==> src/rtl/lsq_mem_arbiter.sv <==
// lsq_mem_arbiter: arbitrates load/store queue heads onto one req/ack data-memory port.
module lsq_mem_arbiter #(
  parameter int MEM_ADDR_WIDTH = 32,
  parameter int DATA_WIDTH     = 32,
  parameter int STARVE_LIMIT   = 8,
  parameter int TIMEOUT        = 255
) (
  input  logic                      clk,
  input  logic                      async_rst,
  input  logic                      clk_en,
  input  logic                      ld_valid,
  input  logic [MEM_ADDR_WIDTH-1:0] ld_addr,
  output logic                      ld_pop,
  input  logic                      st_valid,
  input  logic [MEM_ADDR_WIDTH-1:0] st_addr,
  input  logic [DATA_WIDTH-1:0]     st_data,
  output logic                      st_pop,
  output logic                      mem_req,
  output logic                      mem_we,
  output logic [MEM_ADDR_WIDTH-1:0] mem_addr,
  output logic [DATA_WIDTH-1:0]     mem_wdata,
  input  logic                      mem_ack,
  input  logic [DATA_WIDTH-1:0]     mem_rdata,
  output logic                      ld_resp_valid,
  output logic [DATA_WIDTH-1:0]     ld_resp_data,
  output logic                      ld_resp_err,
  output logic                      err_timeout
);
  localparam int AW = $clog2(STARVE_LIMIT + 1);
  localparam int TW = $clog2(TIMEOUT + 1);
  typedef enum logic {IDLE, REQ} state_t;
  state_t                    state_q, state_d;
  logic                      mem_req_q, mem_req_d, mem_we_q, mem_we_d;
  logic [MEM_ADDR_WIDTH-1:0] mem_addr_q, mem_addr_d;
  logic [DATA_WIDTH-1:0]     mem_wdata_q, mem_wdata_d, ld_resp_data_q, ld_resp_data_d;
  logic                      ld_resp_valid_q, ld_resp_valid_d, ld_resp_err_q, ld_resp_err_d;
  logic                      err_timeout_q, err_timeout_d;
  logic [AW-1:0]             st_age_q, st_age_d;
  logic [TW-1:0]             tmo_q, tmo_d;
  logic                      idle, grant_st, grant_ld, ack, tmo_hit;
  always_comb begin
    idle     = state_q == IDLE;
    grant_st = idle & st_valid & (~ld_valid | (st_age_q >= AW'(STARVE_LIMIT)) | (ld_addr == st_addr));
    grant_ld = idle & ld_valid & ~grant_st;
    ld_pop   = clk_en & grant_ld;
    st_pop   = clk_en & grant_st;
    ack      = ~idle & mem_ack;
    // an ack in the final counted cycle wins over the abort
    tmo_hit  = ~idle & ~mem_ack & (tmo_q == TW'(TIMEOUT - 1));
    state_d         = state_q;
    mem_req_d       = mem_req_q;
    mem_we_d        = mem_we_q;
    mem_addr_d      = mem_addr_q;
    mem_wdata_d     = mem_wdata_q;
    ld_resp_valid_d = 1'b0;
    ld_resp_data_d  = ld_resp_data_q;
    ld_resp_err_d   = ld_resp_err_q;
    err_timeout_d   = err_timeout_q | tmo_hit;
    tmo_d           = idle ? '0 : tmo_q + 1'b1;
    if (grant_ld | grant_st) begin
      state_d     = REQ;
      mem_req_d   = 1'b1;
      mem_we_d    = grant_st;
      mem_addr_d  = grant_st ? st_addr : ld_addr;
      mem_wdata_d = grant_st ? st_data : mem_wdata_q;
    end
    if (ack | tmo_hit) begin
      state_d         = IDLE;
      mem_req_d       = 1'b0;
      ld_resp_valid_d = ~mem_we_q;
      ld_resp_err_d   = mem_we_q ? ld_resp_err_q : tmo_hit;
      ld_resp_data_d  = mem_we_q ? ld_resp_data_q : (tmo_hit ? '0 : mem_rdata);
    end
    st_age_d = (~st_valid | grant_st) ? '0 :
               (idle | ~mem_we_q) ? ((st_age_q == AW'(STARVE_LIMIT)) ? st_age_q : st_age_q + 1'b1) :
               st_age_q;
  end
  always_ff @(posedge clk or posedge async_rst) begin
    if (async_rst) begin
      state_q         <= IDLE;
      mem_req_q       <= 1'b0;
      mem_we_q        <= 1'b0;
      mem_addr_q      <= '0;
      mem_wdata_q     <= '0;
      ld_resp_valid_q <= 1'b0;
      ld_resp_data_q  <= '0;
      ld_resp_err_q   <= 1'b0;
      err_timeout_q   <= 1'b0;
      st_age_q        <= '0;
      tmo_q           <= '0;
    end else if (clk_en) begin
      state_q         <= state_d;
      mem_req_q       <= mem_req_d;
      mem_we_q        <= mem_we_d;
      mem_addr_q      <= mem_addr_d;
      mem_wdata_q     <= mem_wdata_d;
      ld_resp_valid_q <= ld_resp_valid_d;
      ld_resp_data_q  <= ld_resp_data_d;
      ld_resp_err_q   <= ld_resp_err_d;
      err_timeout_q   <= err_timeout_d;
      st_age_q        <= st_age_d;
      tmo_q           <= tmo_d;
    end
  end
  assign mem_req       = mem_req_q;
  assign mem_we        = mem_we_q;
  assign mem_addr      = mem_addr_q;
  assign mem_wdata     = mem_wdata_q;
  assign ld_resp_valid = ld_resp_valid_q;
  assign ld_resp_data  = ld_resp_data_q;
  assign ld_resp_err   = ld_resp_err_q;
  assign err_timeout   = err_timeout_q;
endmodule

==> config.mk <==
export PLATFORM = sky130hd
export DESIGN_NAME = lsq_mem_arbiter
export DESIGN_NICKNAME = d
export VERILOG_FILES = /design/src/rtl/lsq_mem_arbiter.sv
export SDC_FILE = /design/constraint.sdc
export NUM_CORES = 1
export LEC_CHECK = 0
export BUFFER_PORTS_ARGS = -buffer_cell sky130_fd_sc_hd__buf_2
export CAP_MARGIN = 5
export CORE_MARGIN = 4
export CORE_UTILIZATION = 30
export CTS_BUF_LIST = sky130_fd_sc_hd__clkbuf_4
export CTS_CLUSTER_SIZE = 12
export DETAILED_ROUTE_END_ITERATION = 10
export RECOVER_POWER = 25
export SLEW_MARGIN = 30
export SYNTH_ARGS = -nofsm -noshare
export SYNTH_HDL_FRONTEND = slang
export SYNTH_SLANG_ARGS = --single-unit
==> constraint.sdc <==
create_clock -name clk -period 5.6 [get_ports clk]
set_input_delay 0.84 -clock clk [delete_from_list [all_inputs] [get_ports clk]]
set_output_delay 0.84 -clock clk [all_outputs]
set_load 0.01 [all_outputs]
# == Word-level counts from Yosys, hierarchy flattened ==
# Index checks and enable logic that the tools add are counted.
# totals
ff_bits,113
latchBits,0
mem_bits_rw,0
mem_bits_ro,0
inputBits,134
output_inout_bits,103
memories,0
# op_classes
n_addsub,2
multipliers,0
div_mod_pow,0
magnitude_cmp,1
eq_ne,4
shifts,0
mux,9
bitwise,22
reduce_logical,7
# op_table
op,count
$mux W32,2
$eq A32 B32 Y1,1
$mux W4,3
$and A1 B1 Y1,9
$reduce_and A3 Y1,3
$add A8 B1 Y8 const B,1
$eq A8 B8 Y1 const B,1
$mux W8,1
$or A1 B1 Y1,7
$not A1 Y1,6
$add A4 B1 Y4 const B,1
$eq A4 B4 Y1 const B,1
$ge A4 B4 Y1 const B,1
$reduce_and A2 Y1,2
$reduce_bool A2 Y1,2
$mux W1,3
$ne A2 B2 Y1 const B,1

# == Logic depth before layout (Yosys ltp) ==
# Gate-level depths: netlist (run 1).
# logic_depth
word_depth,9
mapped_depth,11
depth_no_buf,8

# == Worst setup path before layout (run 1) ==
# OpenSTA, ideal clock, no wires.
# synth_timing
kind,input to output
startpoint,input port st_addr[19]
endpoint,output port ld_pop
arrival_time_ns,2.017
slack_ns,2.743
stages,7
n_path_buf,1
path_cell_list,xnor2_1 -> nand4_1 -> nor4_2 -> a21o_2 -> a21o_2 -> buf_4 -> inv_1
# synth_between
elab_chain_len,6
# synth_lines
element,line_no,rtl
from (decl),15,"input logic [MEM_ADDR_WIDTH-1:0] st_addr,"
$eq A32 B32 Y1,43,grant_st = idle & st_valid & (~ld_valid | (st_age_q >= AW'(STARVE_LIMIT)) | (ld_addr == st_addr));
$or A1 B1 Y1,43,
$and A1 B1 Y1,43,
$not A1 Y1,44,grant_ld = idle & ld_valid & ~grant_st;
$and A1 B1 Y1,44,
$and A1 B1 Y1,45,ld_pop = clk_en & grant_ld;
to (decl),13,"output logic ld_pop,"
# No other way between the ends.

# == Worst setup path in the final report (run 1) ==
# layout_timing
startpoint,input port clk_en
endpoint,output port st_pop
# layout_between
elab_chain_len,1
# layout_lines
element,line_no,rtl
from (decl),10,"input logic clk_en,"
$and A1 B1 Y1,46,st_pop = clk_en & grant_st;
to (decl),17,"output logic st_pop,"
# No other way between the ends.

==> summary.md, run 1 <==
| Metric | Value |
|---|---|
| Critical path data required time | 4760 ps |
| Number of gates given a new drive strength after cts | 0 |
| Synthesis-stage register bit count | ~110 |
| Die width | 141 um |
| Register-to-register setup slack | ~2500 ps |
| Number of antenna violations at the first check in global routing | 1 |
| Final routed DRC violation total | 0 |
| Ratio of cells with drive above 1 in the final layout | 52.0% |
| Aggregate negative setup slack | 0 ps |
| Largest net degree at the start of global routing | 67 |
| Number of placement rows | 48 |
| Final Max Slew Viols | 100 |
| Area enclosed by the die boundary | 0.0199 mm2 |
| Number of nets in the final layout | 832 |
| Count of hold buffers inserted by post-cts repair | 0 |
| Clock transition at the registers of the reported paths | 100 ps |
| Clock Latency Late Sink | 510 ps |
| Gpl congestion | 0.773 |
| Kind of path behind the tightest hold check | reg -> reg |
| Cell type contributing the most total cell area after synthesis | sky130_fd_sc_hd__dfrtp_1 |
| Transition time at the pin with the least slew margin | roughly 2900 ps |
| Arrival @ worst endpoint | 3510 ps |
| Drt first pass iters | 4 |
| Worst r2r path cells | 9 |
| Total number of H-tree levels | 4 |
| Final core area utilization | approximately two fifths |
| Critical Path Max Stage Delay | 580 ps |
| Layout-stage area growth over the synthesis result | 30.7% |
| Capturing element type of the critical path | output pin |
| TritonCTS clock tree | yes |
| Mean cell area of the mapped netlist | 11.5 um2 |
| Cells taking the most area after synthesis | sky130_fd_sc_hd__dfrtp_1, sky130_fd_sc_hd__mux2_4, sky130_fd_sc_hd__o221a_2 |
| IO Pins | roughly 240 |
| Worst setup margin | 1250 ps |
| Clock skew after layout | around 17 ps |
| Crit-path cells | clkbuf_1, inv_1, nor2_1, nand3_4, inv_6, buf_2 |
| Number of warnings issued by yosys | 0 |
| Overall power of the completed layout | 3.39 mW |
| Initial Utilization | 30.7% |
| Share of the clock period used by the worst path after layout | between 70 and 80% |
| Post-synth design cell area | 0.00531 mm2 |
| Min-Delay Path Depth | 2 |
| Vertical die dimension | 141 um |
| Cell count after synthesis | 462 |
| Max-capacitance violation count | 2 |
| Port-buffer cells | 236 |
| Average routed wire per standard cell | 15.7 um |
| Clk buf depth | 2 |
| Crit path max-delay cell type | sky130_fd_sc_hd__nor2_1 |
| Total number of vias | 4269 |
| Wirelength, routed | ~15000 um |
| Combined flip-flop and latch cell area | 0.00283 mm2 |
| Nature of the critical path startpoint | primary input |
| Antenna diode count | 0 |
| Static Leakage | 3.39 nW |
| Outcome | finished, violations left |
| Overall track demand over capacity in global routing | roughly 15% |
| Worst slack after detailed placement | 1530 ps |
| Maximum fanout along the worst path | 33 |
| Unrepaired setup endpoints after global routing | no |
| Yosys top cell area share | ~53% |
| Fillers | 1738 |
| DRT antenna net count | 0 |
| Post-CTS repair timing setup buffer count | 0 |
| Clock tree root driver cell | sky130_fd_sc_hd__clkbuf_4 |
| Total CTS buffers | 17 |
| Wire length of the first global-routing pass | around 23000 um |
| Sequential-to-total area share from yosys stat | 53.2% |
| Worst vdd rail ir drop | between 0.2 and 0.25 mV |
| Final hold violation count | 0 |
| Number of unique standard cell types used by synthesis | 41 |
| Min Tclk post-route | roughly 4400 ps |
| Multi-input gate area | roughly 0.0023 mm2 |
| Relative slew margins | -91.6% |
| Avg Vias per Cell | between 4 and 5 |
| Clock net sink count | 113 |
| Initial drt markers | 190 |
| Aggregate global routing overflow | 0 |
| Peak Freq | around 230 MHz |
| Via count of the first global-routing pass | 4317 |
| Finish-stage setup viols | 0 |
| Power Dens Cells | 488 mW/mm2 |
| Violated checks | capacitance limit, slew limit |
| Placed wire-length estimate after detailed placement | 10400 um |
| CORE AREA | 0.0173 mm2 |
| Worst hold slack | 480 ps |
| Net count of the mapped netlist | 600 |
| Category of the critical setup timing path | in -> out |
[power breakdown]
| group | internal (mW) | total [mW] | switching (mW) |
|---|---|---|---|
| registers | 1.17 | 1.37 | 0.201 |
| logic | 0.681 | 1.31 | 0.628 |
| clock network | 0.388 | 0.705 | 0.316 |
| total | 2.24 | 3.39 | 1.15 |
[registers in the layout, indices dropped and copies added, names as in the netlist]
name	flops
ld_resp_data	32
mem_addr	32
mem_wdata	32
tmo_q	8
st_age_q	4
err_timeout	1
ld_resp_err	1
ld_resp_valid	1
mem_req	1
mem_we	1
[synthesized netlist by cell type (all sizes together)]
cell type,count
and3,1
dfrtp,113
o32a,1
a21oi,4
nand3b,1
nand4,11
a21o,2
o2bb2ai,1
mux2,33
buf,15
nand2,85
xor2,1
o21bai,1
a41oi,1
nor4,3
nor2b,1
xnor2,35
o31ai,3
ha,4
clkbuf,11
or3,2
o221a,31
mux2i,1
nor2,6
inv,9
nand3,7
nand4b,1
o21ai,41
or4,1
a2111oi,1
nand2b,1
o21a,3
or2,31
[layer usage]
layer	track usage [%]	up-vias	part of all wire (%)
li1	-	2088	-
met1	18.6	1993	44
met2	23.0	167	47
met3	5.36	19	7.3
met4	5.35	2	1.6
met5	0	-	0.082
[kinds of logic (layout without fill, tap and decap cells)]
logic type	after synthesis	in the layout	share of synthesized area, %
adder cells (fa/ha/maj)	4	4	0.942
multiplexers	34	34	9.23
AND/OR/NAND/NOR	151	151	13.9
buffers and inverters	35	279	3.91
flip-flops	113	113	53.2
AO/OA/AOI/OAI	89	89	12.8
XOR/XNOR	36	36	5.93
[final timing paths]
| kind | startpoint | endpoint |
|---|---|---|
| max | clk_en | st_pop |
| min | ld_resp_data[16]$_DFFE_PP0P_ | ld_resp_data[16]$_DFFE_PP0P_ |
| max reg2reg | tmo_q[0]$_DFFE_PP0P_ | ld_resp_data[29]$_DFFE_PP0P_ |
| min reg2reg | ld_resp_data[16]$_DFFE_PP0P_ | ld_resp_data[16]$_DFFE_PP0P_ |
| max in group asynchronous | async_rst | ld_resp_data[15]$_DFFE_PP0P_ |
| min in group asynchronous | async_rst | mem_wdata[27]$_DFFE_PP0P_ |
[worst max-delay path: cells and delay by family]
kind / cells / cell delay [ps]
buffers and inverters: 4 / 1510
AND/OR/NAND/NOR: 2 / 1110
[layout by cell type (no fill, tap or decap), drive strengths merged, types with 4 or more instances in the layout]
cell / n
buf: 236
dfrtp: 113
nand2: 85
o21ai: 41
xnor2: 35
mux2: 33
or2: 31
o221a: 31
clkbuf: 20
nand4: 11
inv: 8
nand3: 7
clkinv: 7
nor2: 6
bufinv: 5
a21oi: 4
ha: 4
[through the flow]
step | cell area, um2 | std cells
finish | 6940 | 931
global route | 6940 | 931
CTS | 6960 | 931
detailed placement | 6630 | 900
global placement | 6630 | 900
floorplan | 5310 | 462
[final cells by class]
cell class | count | share of cell area (%)
Tap cell | 225 | 4.05
Sequential cell | 113 | 40.7
Clock buffer | 17 | 1.84
Inverter | 9 | 0.577
Timing Repair Buffer | 239 | 17.2
Clock inverter | 14 | 2.81
Multi-Input combinational cell | 314 | 32.8
Note: power is estimated with default switching activity, not from simulation.
==> run 2: changes to the inputs <==
clock period = 3.9 ns   (was 5.6 ns; I/O delays follow)
==> summary.md, run 2 (synthesized netlist as in run 1, its figures left out) <==
| Metric | Value |
|---|---|
| Aggregate negative setup slack | 0 ps (unchanged) |
| Outcome | finished, violations left |
| Max-capacitance violation count | 1 (-1) |
| Die width | 141 um (unchanged) |
| Net load switching power | 1.67 mW (+45%) |
| Clock Latency Late Sink | 500 ps (about the same) |
| Sequential Power Share | 41.2% (+0.7 points) |
| Most frequent cells in the layout | sky130_fd_sc_hd__buf_2, sky130_fd_sc_hd__dfrtp_1, sky130_fd_sc_hd__nand2_1 |
| Total internal power | 3.11 mW (+39%) |
| Unrepaired setup endpoints after global routing | no |
| TritonCTS clock tree | yes |
| Wire length of the first global-routing pass | 22600 um (-0.82%) |
| Sw Ratio | 34.9% (+1.0 points) |
| Worst Setup SP | st_addr[28] |
| Gpl congestion | 0.777 (+0.54%) |
| Nature of the critical path startpoint | primary input |
| Overall track demand over capacity in global routing | 14.4% (-0.28 points) |
| Transition time at the pin with the least slew margin | 2950 ps (+96.6 ps) |
| Wirelength, routed | 14500 um (-0.56%) |
| Worst vdd rail ir drop | 0.284 mV (+35%) |
| Register-to-register setup slack | 1820 ps (-660 ps) |
| Clock transition at the registers of the reported paths | 110 ps (about the same) |
| DRT antenna net count | 0 (unchanged) |
| Min Tclk post-route | 3110 ps |
| Area enclosed by the die boundary | 0.0199 mm2 (unchanged) |
| Arrival @ worst endpoint | 2530 ps (-980 ps) |
| Comb pwr share | 39.5% (+0.8 points) |
| Initial Utilization | 30.7% (unchanged) |
| Most frequent standard cell in the layout excluding fill and tap cells | sky130_fd_sc_hd__buf_2 |
| Critical path data required time | 3310 ps (-1450 ps) |
| Layout-stage area growth over the synthesis result | 30.8% (about the same) |
| Total number of H-tree levels | 4 (unchanged) |
| Clock tree root driver cell | sky130_fd_sc_hd__clkbuf_4 |
| Avg Vias per Cell | 4.59 (+0.11%) |
| Critical path capture point | ld_pop |
| Finish-stage setup viols | 0 (unchanged) |
| Antenna diode count | 0 (unchanged) |
| Violated checks | capacitance limit, slew limit |
| Overall power of the completed layout | 4.78 mW (+41%) |
| Final hold violation count | 0 (unchanged) |
| Drt first pass iters | 4 (unchanged) |
| Static Leakage | 3.40 nW (+0.18%) |
| Crit-path cells | buf_2, xnor2_1, nand4_1, nor4_2, a21o_2, a21o_2, inv_1, buf_2 |
| Via count of the first global-routing pass | 4153 (-3.8%) |
| Maximum fanout along the worst path | 33 (unchanged) |
| Count of hold buffers inserted by post-cts repair | 0 (unchanged) |
| Final Cell Area | 0.00695 mm2 (about the same) |
| Number of antenna violations at the first check in global routing | 0 (-1) |
| Placed wire-length estimate after detailed placement | 10500 um (+1.0%) |
| Port-buffer cells | 236 (unchanged) |
| Initial drt markers | 191 (+0.53%) |
| Clk buf depth | 2 (unchanged) |
| Average routed wire per standard cell | 15.5 um (-0.98%) |
| Final Max Slew Viols | 79 (-21%) |
| Ratio of cells with drive above 1 in the final layout | 52.7% (+0.69 points) |
| IO Pins | 237 (unchanged) |
| Capturing element type of the critical path | output pin |
| Relative slew margins | -97.2% (-5.6 points) |
| Critical Path Max Stage Delay | 580 ps (about the same) |
| Final routed DRC violation total | 0 (unchanged) |
| Worst r2r path cells | 4 (-5) |
| Post-CTS repair timing setup buffer count | 0 (unchanged) |
| R2r startpoint | mem_req$_DFFE_PP0P_ |
| Largest net degree at the start of global routing | 79 (+18%) |
| Share of power burned in the clock network | 19.3% (-1.5 points) |
| Aggregate global routing overflow | 0 (unchanged) |
| Peak Freq | roughly 320 MHz |
| Crit path max-delay cell type | sky130_fd_sc_hd__a21o_2 |
| Clock skew after layout | 17.7 ps (+0.733 ps) |
| Number of placement rows | 48 (unchanged) |
| Total CTS buffers | 17 (unchanged) |
| Kind of path behind the tightest hold check | in -> reg |
| Vertical die dimension | 141 um (unchanged) |
| Clock net sink count | 113 (unchanged) |
| CORE AREA | 0.0173 mm2 (unchanged) |
| Category of the critical setup timing path | in -> out |
| Standard cell area after detailed placement | 0.00666 mm2 (+0.36%) |
| Total number of vias | 4292 (+0.54%) |
| Share of the clock period used by the worst path after layout | 79.8% |
| Power Dens Cells | 688 mW/mm2 (+41%) |
| Number of nets in the final layout | 835 (+0.36%) |
| Number of gates given a new drive strength after cts | 0 (unchanged) |
| R2r endpoint | mem_addr[2]$_DFFE_PP0P_ |
## run 2: metrics by stage
| step | util, % | hold WS (ps) | worst slack, ps | instances |
|---|---|---|---|---|
| final | 40.2 | 304 | 787 | 935 |
| after global routing | 40.2 | 234 | 462 | 935 |
| after CTS | 40.2 | 146 | 698 | 935 |
| after detailed placement | 38.5 | 460 | 706 | 903 |
| after global placement | 38.5 | 459 | 762 | 903 |
| after floorplan | - | 474 | 328 | 462 |
## run 2: metal layers
layer  global-route usage, %  vias up  wire length (um)
li1                        -     2098                 -
met1                    18.4     2022              6350
met2                    22.8      155              6810
met3                    5.26       17              1130
met4                    4.28        0               218
met5                       0        -                 0
## run 2: layout make-up
cell class,instances,area (um2)
Fill cell,1736,10300
Sequential cell,113,2830
Multi-Input combinational cell,314,2280
Timing Repair Buffer,242,1220
Inverter,9,38.8
Clock buffer,18,135
Tap cell,225,282
Clock inverter,14,165
## run 2: worst max-delay path, delay by kind of cell
family,cells,cell delay (ps)
and+or+nand+nor,2,570
buffers and inverters,3,360
xor gates and xnor gates,1,180
AOI/OAI and AO/OA,2,820
## run 2: power by group through the flow
stage | logic (mW) | registers [mW] | clock network, mW
2_1_floorplan | 0.909 | 2.20 | 0
3_3_place_gp | 1.90 | 1.99 | 0
3_5_place_dp | 1.92 | 1.99 | 0
4_1_cts | 1.92 | 1.97 | 0.974
5_1_grt | 2.06 | 2.05 | 1.02
6_report | 1.89 | 1.97 | 0.924
## run 2: how the worst min path moves through the flow
stage / startpoint / endpoint / slack, ps / cells past startpoint
2_1_floorplan: tmo_q[3]$_DFFE_PP0P_ / tmo_q[3]$_DFFE_PP0P_ / 470 / 1
3_3_place_gp: ld_resp_data[17]$_DFFE_PP0P_ / ld_resp_data[17]$_DFFE_PP0P_ / 460 / 2
3_5_place_dp: err_timeout$_DFFE_PP0P_ / err_timeout$_DFFE_PP0P_ / 460 / 1
4_1_cts: async_rst / mem_wdata[11]$_DFFE_PP0P_ / 150 / 2
5_1_grt: st_data[11] / mem_wdata[11]$_DFFE_PP0P_ / 230 / 2
6_report: st_data[30] / mem_wdata[30]$_DFFE_PP0P_ / 300 / 2
